## src/rtl/bpred_wr_ctrl.sv

```systemverilog
// -----------------------------------------------------------------------------
// bpred_wr_ctrl
//
// Write-port controller for the branch predictor's combined BTB/bimodal table.
// After reset, or when init_req is pulsed, it sweeps every table entry to zero.
// Once the sweep is done it shares the table's single write port between two
// sources:
//   - execute-stage predictor updates, buffered in a small FIFO
//   - a debug/configuration writer using a valid/ready handshake
// The lookup port of the table is not touched here.
//
// Ports
//   clk, reset_n              clock, asynchronous active-low reset
//   stall                     pipeline stall; blocks update pushes only
//   init_req                  single-cycle pulse requesting a table clear
//   up_valid/index/data/byteen    execute update
//   dbg_valid/index/data/byteen   debug write request, held until accepted
//   dbg_ready                 debug request accepted this cycle (combinational)
//   init_busy                 clear sweep in progress
//   mem_wren/wraddr/data/byteen   registered table write port
//   drop_count                updates lost to FIFO overflow (saturating)
// -----------------------------------------------------------------------------
module bpred_wr_ctrl #(
  parameter int DEPTH      = 256,
  parameter int INDEX_W    = 8,
  parameter int DATA_W     = 36,
  parameter int FIFO_DEPTH = 4
) (
  input  logic               clk,
  input  logic               reset_n,
  input  logic               stall,
  input  logic               init_req,
  input  logic               up_valid,
  input  logic [INDEX_W-1:0] up_index,
  input  logic [DATA_W-1:0]  up_data,
  input  logic [3:0]         up_byteen,
  input  logic               dbg_valid,
  input  logic [INDEX_W-1:0] dbg_index,
  input  logic [DATA_W-1:0]  dbg_data,
  input  logic [3:0]         dbg_byteen,
  output logic               dbg_ready,
  output logic               init_busy,
  output logic               mem_wren,
  output logic [INDEX_W-1:0] mem_wraddr,
  output logic [DATA_W-1:0]  mem_data,
  output logic [3:0]         mem_byteen,
  output logic [15:0]        drop_count
);

  localparam int PTR_W = $clog2(FIFO_DEPTH);
  localparam logic [PTR_W:0]   PTR_ONE = 1;
  localparam logic [INDEX_W-1:0] IDX_ONE  = 1;
  localparam logic [INDEX_W-1:0] IDX_LAST = INDEX_W'(DEPTH - 1);

  typedef enum logic {ST_INIT, ST_RUN} state_t;
  typedef enum logic {GRANT_FIFO, GRANT_DBG} grant_t;

  // ---------------------------------------------------------------------------
  // State
  // ---------------------------------------------------------------------------
  state_t             r_state;
  logic [INDEX_W-1:0] r_init_idx;
  grant_t             r_last_grant;
  logic [15:0]        r_drop_count;

  logic               r_mem_wren;
  logic [INDEX_W-1:0] r_mem_wraddr;
  logic [DATA_W-1:0]  r_mem_data;
  logic [3:0]         r_mem_byteen;

  // Update FIFO: storage plus pointers carrying one extra wrap bit so that
  // full and empty are distinguishable without a separate counter.
  logic [INDEX_W-1:0] r_fifo_index  [FIFO_DEPTH];
  logic [DATA_W-1:0]  r_fifo_data   [FIFO_DEPTH];
  logic [3:0]         r_fifo_byteen [FIFO_DEPTH];
  logic [PTR_W:0]     r_wr_ptr;
  logic [PTR_W:0]     r_rd_ptr;

  // ---------------------------------------------------------------------------
  // FIFO status and arbitration
  // ---------------------------------------------------------------------------
  logic             w_fifo_empty;
  logic             w_fifo_full;
  logic [PTR_W-1:0] w_rd_addr;
  logic [PTR_W-1:0] w_wr_addr;
  logic             w_arb_en;
  logic             w_tie;
  logic             w_grant_dbg;
  logic             w_grant_fifo;
  logic             w_push;
  logic             w_push_ok;
  logic             w_drop;

  assign w_rd_addr    = r_rd_ptr[PTR_W-1:0];
  assign w_wr_addr    = r_wr_ptr[PTR_W-1:0];
  assign w_fifo_empty = (r_wr_ptr == r_rd_ptr);
  assign w_fifo_full  = (r_wr_ptr[PTR_W] != r_rd_ptr[PTR_W]) &&
                        (w_wr_addr == w_rd_addr);

  // Arbitration only happens in RUN when no clear is being requested.
  assign w_arb_en = (r_state == ST_RUN) && !init_req;
  assign w_tie    = w_arb_en && dbg_valid && !w_fifo_empty;

  // last_grant records the winner of the last contested cycle only, so
  // uncontested wins never disturb the alternation between the two sources.
  assign w_grant_dbg  = w_arb_en && dbg_valid &&
                        (w_fifo_empty || (r_last_grant == GRANT_FIFO));
  assign w_grant_fifo = w_arb_en && !w_fifo_empty && !w_grant_dbg;

  // A push into a full FIFO still succeeds if the head leaves on the same edge.
  assign w_push    = w_arb_en && up_valid && !stall;
  assign w_push_ok = w_push && (!w_fifo_full || w_grant_fifo);
  assign w_drop    = w_push && w_fifo_full && !w_grant_fifo;

  // ---------------------------------------------------------------------------
  // Next-state and write-port selection
  // ---------------------------------------------------------------------------
  state_t             w_state_nxt;
  logic [INDEX_W-1:0] w_init_idx_nxt;
  logic               w_flush;
  logic               w_wren_nxt;
  logic [INDEX_W-1:0] w_addr_nxt;
  logic [DATA_W-1:0]  w_data_nxt;
  logic [3:0]         w_byteen_nxt;

  always_comb begin
    // NOTE: every output of this block is given a default first so that no
    // path through the case leaves one unassigned and a latch is inferred.
    w_state_nxt    = r_state;
    w_init_idx_nxt = r_init_idx;
    w_flush        = 1'b0;
    w_wren_nxt     = 1'b0;
    w_addr_nxt     = r_mem_wraddr;
    w_data_nxt     = r_mem_data;
    w_byteen_nxt   = r_mem_byteen;

    unique case (r_state)
      ST_INIT: begin
        w_wren_nxt   = 1'b1;
        w_addr_nxt   = r_init_idx;
        w_data_nxt   = '0;
        w_byteen_nxt = 4'hF;
        if (init_req) begin
          w_init_idx_nxt = '0;
        end else begin
          // Index wraps back to zero naturally after DEPTH-1.
          w_init_idx_nxt = r_init_idx + IDX_ONE;
          if (r_init_idx == IDX_LAST) w_state_nxt = ST_RUN;
        end
      end

      ST_RUN: begin
        if (init_req) begin
          w_state_nxt    = ST_INIT;
          w_init_idx_nxt = '0;
          w_flush        = 1'b1;
        end else if (w_grant_dbg) begin
          w_wren_nxt   = 1'b1;
          w_addr_nxt   = dbg_index;
          w_data_nxt   = dbg_data;
          w_byteen_nxt = dbg_byteen;
        end else if (w_grant_fifo) begin
          w_wren_nxt   = 1'b1;
          w_addr_nxt   = r_fifo_index[w_rd_addr];
          w_data_nxt   = r_fifo_data[w_rd_addr];
          w_byteen_nxt = r_fifo_byteen[w_rd_addr];
        end
      end
    endcase
  end

  // ---------------------------------------------------------------------------
  // Control registers
  // ---------------------------------------------------------------------------
  // NOTE: sequential state is updated with non-blocking assignments so every
  // register samples the pre-edge values regardless of statement order.
  always_ff @(posedge clk or negedge reset_n) begin
    if (!reset_n) begin
      r_state      <= ST_INIT;
      r_init_idx   <= '0;
      r_last_grant <= GRANT_FIFO;
      r_drop_count <= '0;
      r_wr_ptr     <= '0;
      r_rd_ptr     <= '0;
      r_mem_wren   <= 1'b0;
      r_mem_wraddr <= '0;
      r_mem_data   <= '0;
      r_mem_byteen <= '0;
    end else begin
      r_state      <= w_state_nxt;
      r_init_idx   <= w_init_idx_nxt;
      r_mem_wren   <= w_wren_nxt;
      r_mem_wraddr <= w_addr_nxt;
      r_mem_data   <= w_data_nxt;
      r_mem_byteen <= w_byteen_nxt;

      if (w_tie) r_last_grant <= w_grant_dbg ? GRANT_DBG : GRANT_FIFO;

      if (w_drop && (r_drop_count != 16'hFFFF)) r_drop_count <= r_drop_count + 16'd1;

      if (w_flush) begin
        r_wr_ptr <= '0;
        r_rd_ptr <= '0;
      end else begin
        if (w_push_ok)    r_wr_ptr <= r_wr_ptr + PTR_ONE;
        if (w_grant_fifo) r_rd_ptr <= r_rd_ptr + PTR_ONE;
      end
    end
  end

  // ---------------------------------------------------------------------------
  // FIFO storage
  // ---------------------------------------------------------------------------
  // NOTE: the storage array has no reset; an entry is only ever read between
  // the pointers, which are reset, so stale contents are never observed.
  always_ff @(posedge clk) begin
    if (w_push_ok) begin
      r_fifo_index[w_wr_addr]  <= up_index;
      r_fifo_data[w_wr_addr]   <= up_data;
      r_fifo_byteen[w_wr_addr] <= up_byteen;
    end
  end

  // ---------------------------------------------------------------------------
  // Outputs
  // ---------------------------------------------------------------------------
  assign dbg_ready  = w_grant_dbg;
  assign init_busy  = (r_state == ST_INIT);
  assign mem_wren   = r_mem_wren;
  assign mem_wraddr = r_mem_wraddr;
  assign mem_data   = r_mem_data;
  assign mem_byteen = r_mem_byteen;
  assign drop_count = r_drop_count;

endmodule
```

## config.mk

```make
export PLATFORM = sky130hd
export DESIGN_NAME = bpred_wr_ctrl
export DESIGN_NICKNAME = d
export VERILOG_FILES = /design/src/rtl/bpred_wr_ctrl.sv
export SDC_FILE = /design/constraint.sdc
export NUM_CORES = 1
export LEC_CHECK = 0
export ABC_AREA = 1
export CORE_AREA = 2 2 150 152
export CTS_CLUSTER_DIAMETER = 30
export DETAILED_ROUTE_END_ITERATION = 10
export DIE_AREA = 0 0 152 154
export PLACE_DENSITY = 0.8
export SYNTH_ARGS = -nofsm -noshare
export SYNTH_HDL_FRONTEND = slang
export SYNTH_SLANG_ARGS = --single-unit
```

## constraint.sdc

```tcl
create_clock -name clk -period 5 [get_ports clk]
set_input_delay 1 -clock clk [delete_from_list [all_inputs] [get_ports clk]]
set_output_delay 1 -clock clk [all_outputs]
set_load 0.02 [all_outputs]
```

### After elaboration in Yosys (flattened, before gate mapping)

Memory sizes are Yosys's and may differ from the RTL's.
Index checks and enable logic that the tools add are counted.

* flip-flop bits (word level): 81
* memory bits (writable): 192
* input port bits: 102
* output and inout bits: 67
* memories kept: 3

Memory list
* r_fifo_data: depth 4, width 36, read ports 1, clocked after memory_dff 0, wr ports 1, RTL line 74 `logic [DATA_W-1:0] r_fifo_data [FIFO_DEPTH];`
* r_fifo_index: depth 4, width 8, read ports 1, clocked after memory_dff 0, wr ports 1, RTL line 73 `logic [INDEX_W-1:0] r_fifo_index [FIFO_DEPTH];`
* r_fifo_byteen: depth 4, width 4, read ports 1, clocked after memory_dff 0, wr ports 1, RTL line 75 `logic [3:0] r_fifo_byteen [FIFO_DEPTH];`

* add/sub/neg operators: 4
* eq/ne operators: 8
* muxes and demuxes: 32
* bitwise logic cells: 2
* reductions and logical operators: 24

Operators by type and width (count)
* 36-bit two-way mux: 3
* 36-bit case mux with 2 select lines: 1
* 8-bit two-way mux: 5
* 8-bit case mux with 2 select lines: 2
* 16-bit by 1-bit adder with 16-bit output, second input constant: 1
* 16-bit inequality test, second input constant: 1
* 1-bit logical AND: 13
* 3-bit two-way mux: 4
* 4-bit two-way mux: 3
* 1-bit two-way mux: 11
* 8-bit by 1-bit adder with 8-bit output, second input constant: 1
* 8-bit == test, second input constant: 1
* 4-bit case mux with 2 select lines: 1
* 3-bit by 1-bit adder with 3-bit output, second input constant: 2
* 1-bit logical NOT: 6
* 2-bit inequality test, second input constant: 2
* 1-bit case mux with 2 select lines: 2
* 2-bit nonzero test: 2
* 3-bit == test: 1
* 3-bit by 1-bit inequality test with 1-bit output, second input constant: 1
* 2-bit == test: 1
* 1-bit logical OR: 2
* 1-bit inverter: 2
* 2-bit AND reduction: 1
* 1-bit inequality test: 1

### Depth between registers and ports, before layout

* word-level depth: 10
* mapped depth: 12

### Worst setup path before layout

OpenSTA, ideal clock, no wires.

* kind: input port to flip-flop
* start point: input init_req
* end point: memory r_fifo_byteen[0][0], enable pin
* arrival: 3.672 ns
* slack: 0.874 ns
* stages on the path: 7
* path buffers: 0
* cell sequence: inv_2 > nand2_2 > inv_2 > o211ai_1 > nand2_1 > nand2_1 > nor2_1

* longest elaborated chain between the ends: 10
* elaborated cells on any way between the ends: 13
* those cells by class: mux (2); reduce/logical (11)

RTL lines
* start: declaration: RTL line 32 `input logic init_req,`
* 1-bit logical NOT *: RTL line 101 `assign w_arb_en = (r_state == ST_RUN) && !init_req;`
* 1-bit logical AND *: RTL line 101
* 1-bit logical AND (2 in series): RTL line 106 `assign w_grant_dbg = w_arb_en && dbg_valid &&`
* 1-bit logical NOT: RTL line 108 `assign w_grant_fifo = w_arb_en && !w_fifo_empty && !w_grant_dbg;`
* 1-bit logical AND: RTL line 108
* 1-bit logical OR: RTL line 112 `assign w_push_ok = w_push && (!w_fifo_full || w_grant_fifo);`
* 1-bit logical AND *: RTL line 112
* 1-bit two-way mux *: RTL line 217 `if (w_push_ok) begin`
* 1-bit two-way mux (not written as such) *: RTL line 220 `r_fifo_byteen[w_wr_addr] <= up_byteen;`
* end: declaration: RTL line 75

Mark *: on every way between the ends. The rest lies on a longest branch, timed or not.

### Final worst setup path

* start point: input init_req
* end point: output dbg_ready

* longest elaborated chain between the ends: 4

RTL lines
* 1-bit logical NOT: RTL line 101
* 1-bit logical AND: RTL line 101
* 1-bit logical AND (2 in series): RTL line 106
* end: declaration: RTL line 41 `output logic dbg_ready,`

No other way between the ends.

==> impl_metrics.tcl <==
set metrics [dict create \
    clkSinkCount 273 \
    critPathLaunchType "input pin" \
    htree_levels 2 \
    cellPowerDensity_nw_per_um2 422 \
    path_max_fanout 35 \
    initial_utilization 0.546 \
    avgRoutedWirePerCell_um 18.0 \
    finalCritPeriodShare 0.830 \
    gp_congestion 0.846 \
    synth_top_family_by_area "simple AND/OR/NAND/NOR gates" \
    placed_area_um2 13800 \
    dp_hpwl_mm 16.6 \
    irDropWorstVdd_uv 313 \
    tritoncts.num_buffers 50 \
    timing.fmax_mhz 241 \
    die_x_um 152 \
    synthMuxAreaShare 0 \
    synth.area.top_cells "edfxtp_1, dfrtp_1, nand2_1, nand3_1, nor2_1" \
    clock-skew-final_ps 19.8 \
    ys_types 33 \
    drt-pass1-iter-count 5 \
    area.growth.synth_to_final_pct 31.8 \
    final.min_clock_period_ps 4150 \
    synth_most_common_cell "nand2_1" \
    postLayoutCoreUtil 0.720 \
    ys_seq_elements 273 \
    diodes 0 \
    final-hold-violation-count 0 \
    synth_xor_area_frac 0.0118 \
    clockRootBuffer "clkbuf_16" \
    drc 0 \
    grt_pass1_wl_mm 46.8 \
    drv_cap 0 \
    synthArstFlopShare 0.297 \
    rrSetupSlack_ps 2020 \
    critPathLaunch "init_req" \
    grt_usage 0.250 \
    core_um2 21700 \
    routed_wirelength_mm 29.3 \
    setup_viol 0 \
    cts_tree "built" \
    antenna_found_initial 1 \
    status "completed" \
    r2r-start "r_state" \
    cts_buffer_depth 3 \
    cts.reportedPaths.clkPinSlew_ps 40 \
    io_pins 169 \
    ant_nets 0 \
    worstMarginPinSlew_ps 1070 \
    syn_area_um2 11900 \
    end_kind "output port" \
    worstPathArrival_ps 3150 \
    synth_fp_nets 1241 \
    max_slew_margin 0.284 \
    placement_rows 54 \
    whs_ps 503 \
    drive_gt1_frac 0.0996 \
    crit_type "in2out" \
    cts_resized 0 \
    worstSkewPairLatency_ps 540 \
    netlist.area_leader.share 0.487 \
    yosysSeqAreaShare 0.658 \
    ys_warn_count 0 \
    syn_avg_cell_area_um2 10.5 \
    grt_max_degree 102 \
    portBuffers 168 \
    grt_overflow 0 \
    drv_slew 0 \
    yosys.area_share.adder 0.00739 \
    total_power_uw 6580 \
    reg2reg_to "r_fifo_data[1][13]" \
    synth_compound_area_frac 0.0658 \
    setup_tns_ps 0 \
    hold_class "reg2reg" \
    multiInputGateArea_um2 3580 \
    die_area_um2 23400 \
    fin_nets 1412 \
    final_cell_area_um2 15600 \
    synth_flop_cell "edfxtp_1" \
    seqCellArea_um2 7800 \
    synth_commonest_cells "nand2_1, edfxtp_1, nand3_1" \
    drt_iter0_drc 728 \
    leakage_uw 0.00608 \
    post_cts.repair.setup_buffers 0 \
    viasPerCell 5.64 \
    cp.required_ps 4000 \
    dr_total_vias 9164 \
    dieHeight_um 154 \
    cts_hold_buf 0 \
    synth_top_area_cell "edfxtp_1" \
    endpoint "dbg_ready" \
    rsz0062_at_grt "no" \
    yosys.area_share.simple 0.215 \
    nFillCells 1422 \
    synth_edf_count 192 \
    grt_pass1_vias 9164 \
    synth_cells 1132 \
    ff2ff_path_depth 7 \
]
-- layout make-up --
| class | count | share of cell area |
|---|---|---|
| Timing Repair Buffer | 185 | 0.118 |
| Clock buffer | 57 | 0.0859 |
| Sequential cell | 273 | 0.499 |
| Tap cell | 280 | 0.0224 |
| Multi-Input combinational cell | 746 | 0.230 |
| Inverter | 47 | 0.0115 |
| Clock inverter | 37 | 0.0332 |
-- routing by layer --
layer	global-route usage	routed length, um
met5	0	15
met4	0.114	833
met3	0.0513	2460
met2	0.407	14200
met1	0.327	11800
-- how the worst min path moves through the flow --
stage	start	end	slack (ps)	cells past startpoint
final	mem_data[27]	mem_data[27]	500	2
after global routing	mem_data[19]	mem_data[19]	520	2
after CTS	mem_data[27]	mem_data[27]	510	2
after detailed placement	mem_data[20]	mem_data[20]	500	2
after global placement	mem_data[19]	mem_data[19]	490	2
after floorplan	r_init_idx[6]	r_init_idx[6]	470	1
-- cells in the final DEF, fill, tap and decap left out, types with 5 or more instances in the layout --
cell type          n
a21oi_1           34
a21oi_2           10
buf_4             15
bufinv_16         12
clkbuf_16         53
clkdlybuf4s50_1  167
clkinv_1           6
clkinv_2           6
clkinv_4           5
clkinvlp_4         7
dfrtp_1           79
edfxtp_1         192
ha_1               7
inv_1             42
nand2_1          230
nand3_1          168
nor2_1           119
nor3_1             8
o21ai_0           71
o21ai_1           16
o22ai_1           10
or2_0             19
or2_1             17
xnor2_1            6
xor2_1            10
-- stage by stage --
stage	setup WS, ps	std cells
floorplan	874	1132
global placement	896	1531
detailed placement	852	1531
CTS	844	1625
global route	692	1625
finish	849	1625
-- power by group --
group / internal [uW] / switching, uW / total [uW]
Combinational: 176 / 302 / 478
Clock: 2540 / 1110 / 3650
Sequential: 2440 / 12.9 / 2450
-- worst max-delay path, stage by stage --
cell             delay, ps
clkdlybuf4s50_1        490
inv_2                  190
nand2_2                110
nor2_2                 120
buf_4                  220
nand2_4                250
inv_1                  160
clkdlybuf4s50_1        620
-- logic make-up (layout without fill, tap and decap cells) --
group	Yosys count	in the layout
and+or+nand+nor	580	580
adders and majority gates	7	7
AOI/OAI and AO/OA	143	143
buffers and inverters	113	326
xor gates and xnor gates	16	16
DFF	273	273
-- registers in the layout, indices dropped and copies added, names as in the netlist --
register	cells
r_init_idx	8
r_last_grant	1
r_fifo_index	32
r_wr_ptr	3
mem_data	36
r_fifo_byteen	16
r_state	1
mem_wren	1
mem_byteen	4
r_fifo_data	144
mem_wraddr	8
drop_count	16
r_rd_ptr	3
Note: power is estimated with default switching activity, not from simulation.
==> patch, RTL diff (same flow settings) <==
Change the parameter `INDEX_W` from 8 to 9.
--- a/src/rtl/bpred_wr_ctrl.sv
+++ b/src/rtl/bpred_wr_ctrl.sv
@@ -24,3 +24,3 @@
   parameter int DEPTH      = 256,
-  parameter int INDEX_W    = 8,
+  parameter int INDEX_W    = 9,
   parameter int DATA_W     = 36,
Ports: changed (resized dbg_index, mem_wraddr and up_index); port bits go from 169 to 172. The function was not compared with the original's and may differ.
==> patch against the original RTL <==
  * Clock skew down 0.0052 ns
  * Core utilization increased by 0.72 points
  * Via count up 0.38%
  * Routed wire length fell by 0.12%
  * Area after synthesis grew 2.0%
  * Sequential cell count up 6
  * Final area up 0.99%
  * Total power is 2.4% lower
  * Worst setup slack improved by 0.25 ns
  * Critical endpoint unchanged
==> patch: results (changes against the original RTL) <==
- Status: finished, final reports clean
- Tightest Hold Check Type: in -> async
- Placed cells: 1,558 (+1.8%)
- Max VDD drop: 0.391 mV (+25%)
- Syn_nets: 1,272 (+2.5%)
- Top area cells in the synthesized netlist: edfxtp_1 (49%), dfrtp_1 (17%), nand2_1 (7.3%)
- CTS buffer count: 53 (+6.0%)
- DP Worst Slack: 1.14 ns (+0.287 ns)
- Clock Skews: 0.0146 ns (-0.00520 ns)
- Register area share after synthesis: 65.9% (+0.13 points)
- Vias per cell: 5.55 (-1.6%)
- Placed cell area: 0.0140 mm^2 (+1.7%)
- Number of synthesized flops with an enable pin: 196 (+2.1%)
- Routed wire length: 29.2 mm (-0.12%)
- Final std cells w/o fill: 1,658 (+2.0%)
- Max FO, Critical Path: 15 (-57%)
- Syn Area/Cell: 10.4 um^2 (-0.49%)
- DRT iter0 DRCs: 843 (+16%)
- Sw frac: 23.9% (+2.2 points)
- Gpl congestion: 0.809 (-4.4%)
- Leakage power total: 6.19 nW (+1.9%)
- Global-route usage over all layers: 24.6% (-0.42 points)
- Number of global-route vias before repair: 9,069 (-1.0%)
- Unique cell type count in the Yosys netlist: 31 (-6.1%)
- Critical Path AT: 2.90 ns (-0.25 ns)
- Fillers: 1,443 (+1.5%)
- Pin count of the biggest net entering global routing: 101 (-0.98%)
- Synth warn: 0 (unchanged)
- Commonest cells post-synth: nand2_1 (235), edfxtp_1 (196), nand3_1 (169)
- Port Buffers: 171 (+1.8%)
- DPL Wire Length: 16.7 mm (+0.65%)
- First-pass GRT wire length: 46.5 mm (-0.75%)
- Antenna violations before repair: 2 (+1)
- Nets@finish: 1,445 (+2.3%)
- Synth async-reset ratio: 29.7% (+0.079 points)
- Layout cell share with drive strength beyond 1: 10.1% (+0.13 points)
- Slew @ Worst Pin: 1.07 ns (+0.00349 ns)
- Worst-Skew Late Latency: 0.55 ns
## patch: cell count changes in the layout (fill, tap and decap cells not counted), sizes merged, moves of 3 or more
| cell | change |
|---|---|
| bufinv | -9 |
| clkbuf | +4 |
| clkdlybuf4s50 | +3 |
| clkinv | +6 |
| clkinvlp | -4 |
| edfxtp | +4 |
| inv | +13 |
| nand2 | +4 |
| o21ai | +3 |
## patch: metrics by stage
step,hold slack [ns],util [%]
final,0.487,72.7
after floorplan,0.448,-
after detailed placement,0.478,64.5
after global placement,0.471,64.5
after global routing,0.516,72.7
after CTS,0.494,72.7
## patch: final timing paths
path | start | to | slack [ns] | cells past startpoint
min in group clk | mem_data[27] | mem_data[27] | 0.51 | 2
max in group asynchronous | reset_n | mem_data[16] | 3.51 | 2
hold / removal | reset_n | r_init_idx[8] | 0.49 | 1
setup reg to reg | r_state | mem_data[6] | 1.88 | 10
setup / recovery | init_req | dbg_ready | 1.10 | 7
hold reg to reg | mem_data[27] | mem_data[27] | 0.51 | 2
## patch: layout make-up
type,count,area share (%)
timing repair buffer,188,11.7
sequential,279,50.5
antenna,1,0.0159
clock buffer,61,8.99
tap,280,2.22
multi-input combinational,759,23.0
inverter,52,1.25
clock inverter,38,2.31
## patch: power by group through the flow
stage	sequential (mW)	combinational, mW	clock [mW]
final	2.51	0.488	3.43
after global routing	2.51	0.539	3.58
after CTS	2.51	0.485	3.46
after detailed placement	2.55	0.478	0
after global placement	2.55	0.467	0
after floorplan	2.54	0.277	0
## patch: kinds of logic after synthesis
logic type / after synthesis / share of synthesized area, %
and+or+nand+nor: 586 / 21.3
DFF: 279 / 65.9
AOI/OAI and AO/OA: 149 / 6.41
buffers and inverters: 122 / 4.43
xor gates and xnor gates: 16 / 1.16
adders and majority gates: 8 / 0.828
## patch: per-layer routing
layer | wire length [um] | vias to the layer above | track usage (%)
li1 | - | 4337 | -
met1 | 12200 | 4388 | 32.5
met2 | 14200 | 420 | 40.6
met3 | 2320 | 52 | 5.50
met4 | 561 | 2 | 8.46
met5 | 8 | - | 0
## patch: critical path, stage by stage
cell and delay [ns]:
clkdlybuf4s50_1 0.46, nor2_2 0.18, inv_1 0.12, nor2_4 0.38, nand2_4 0.10, inv_1 0.06, clkdlybuf4s50_1 0.59
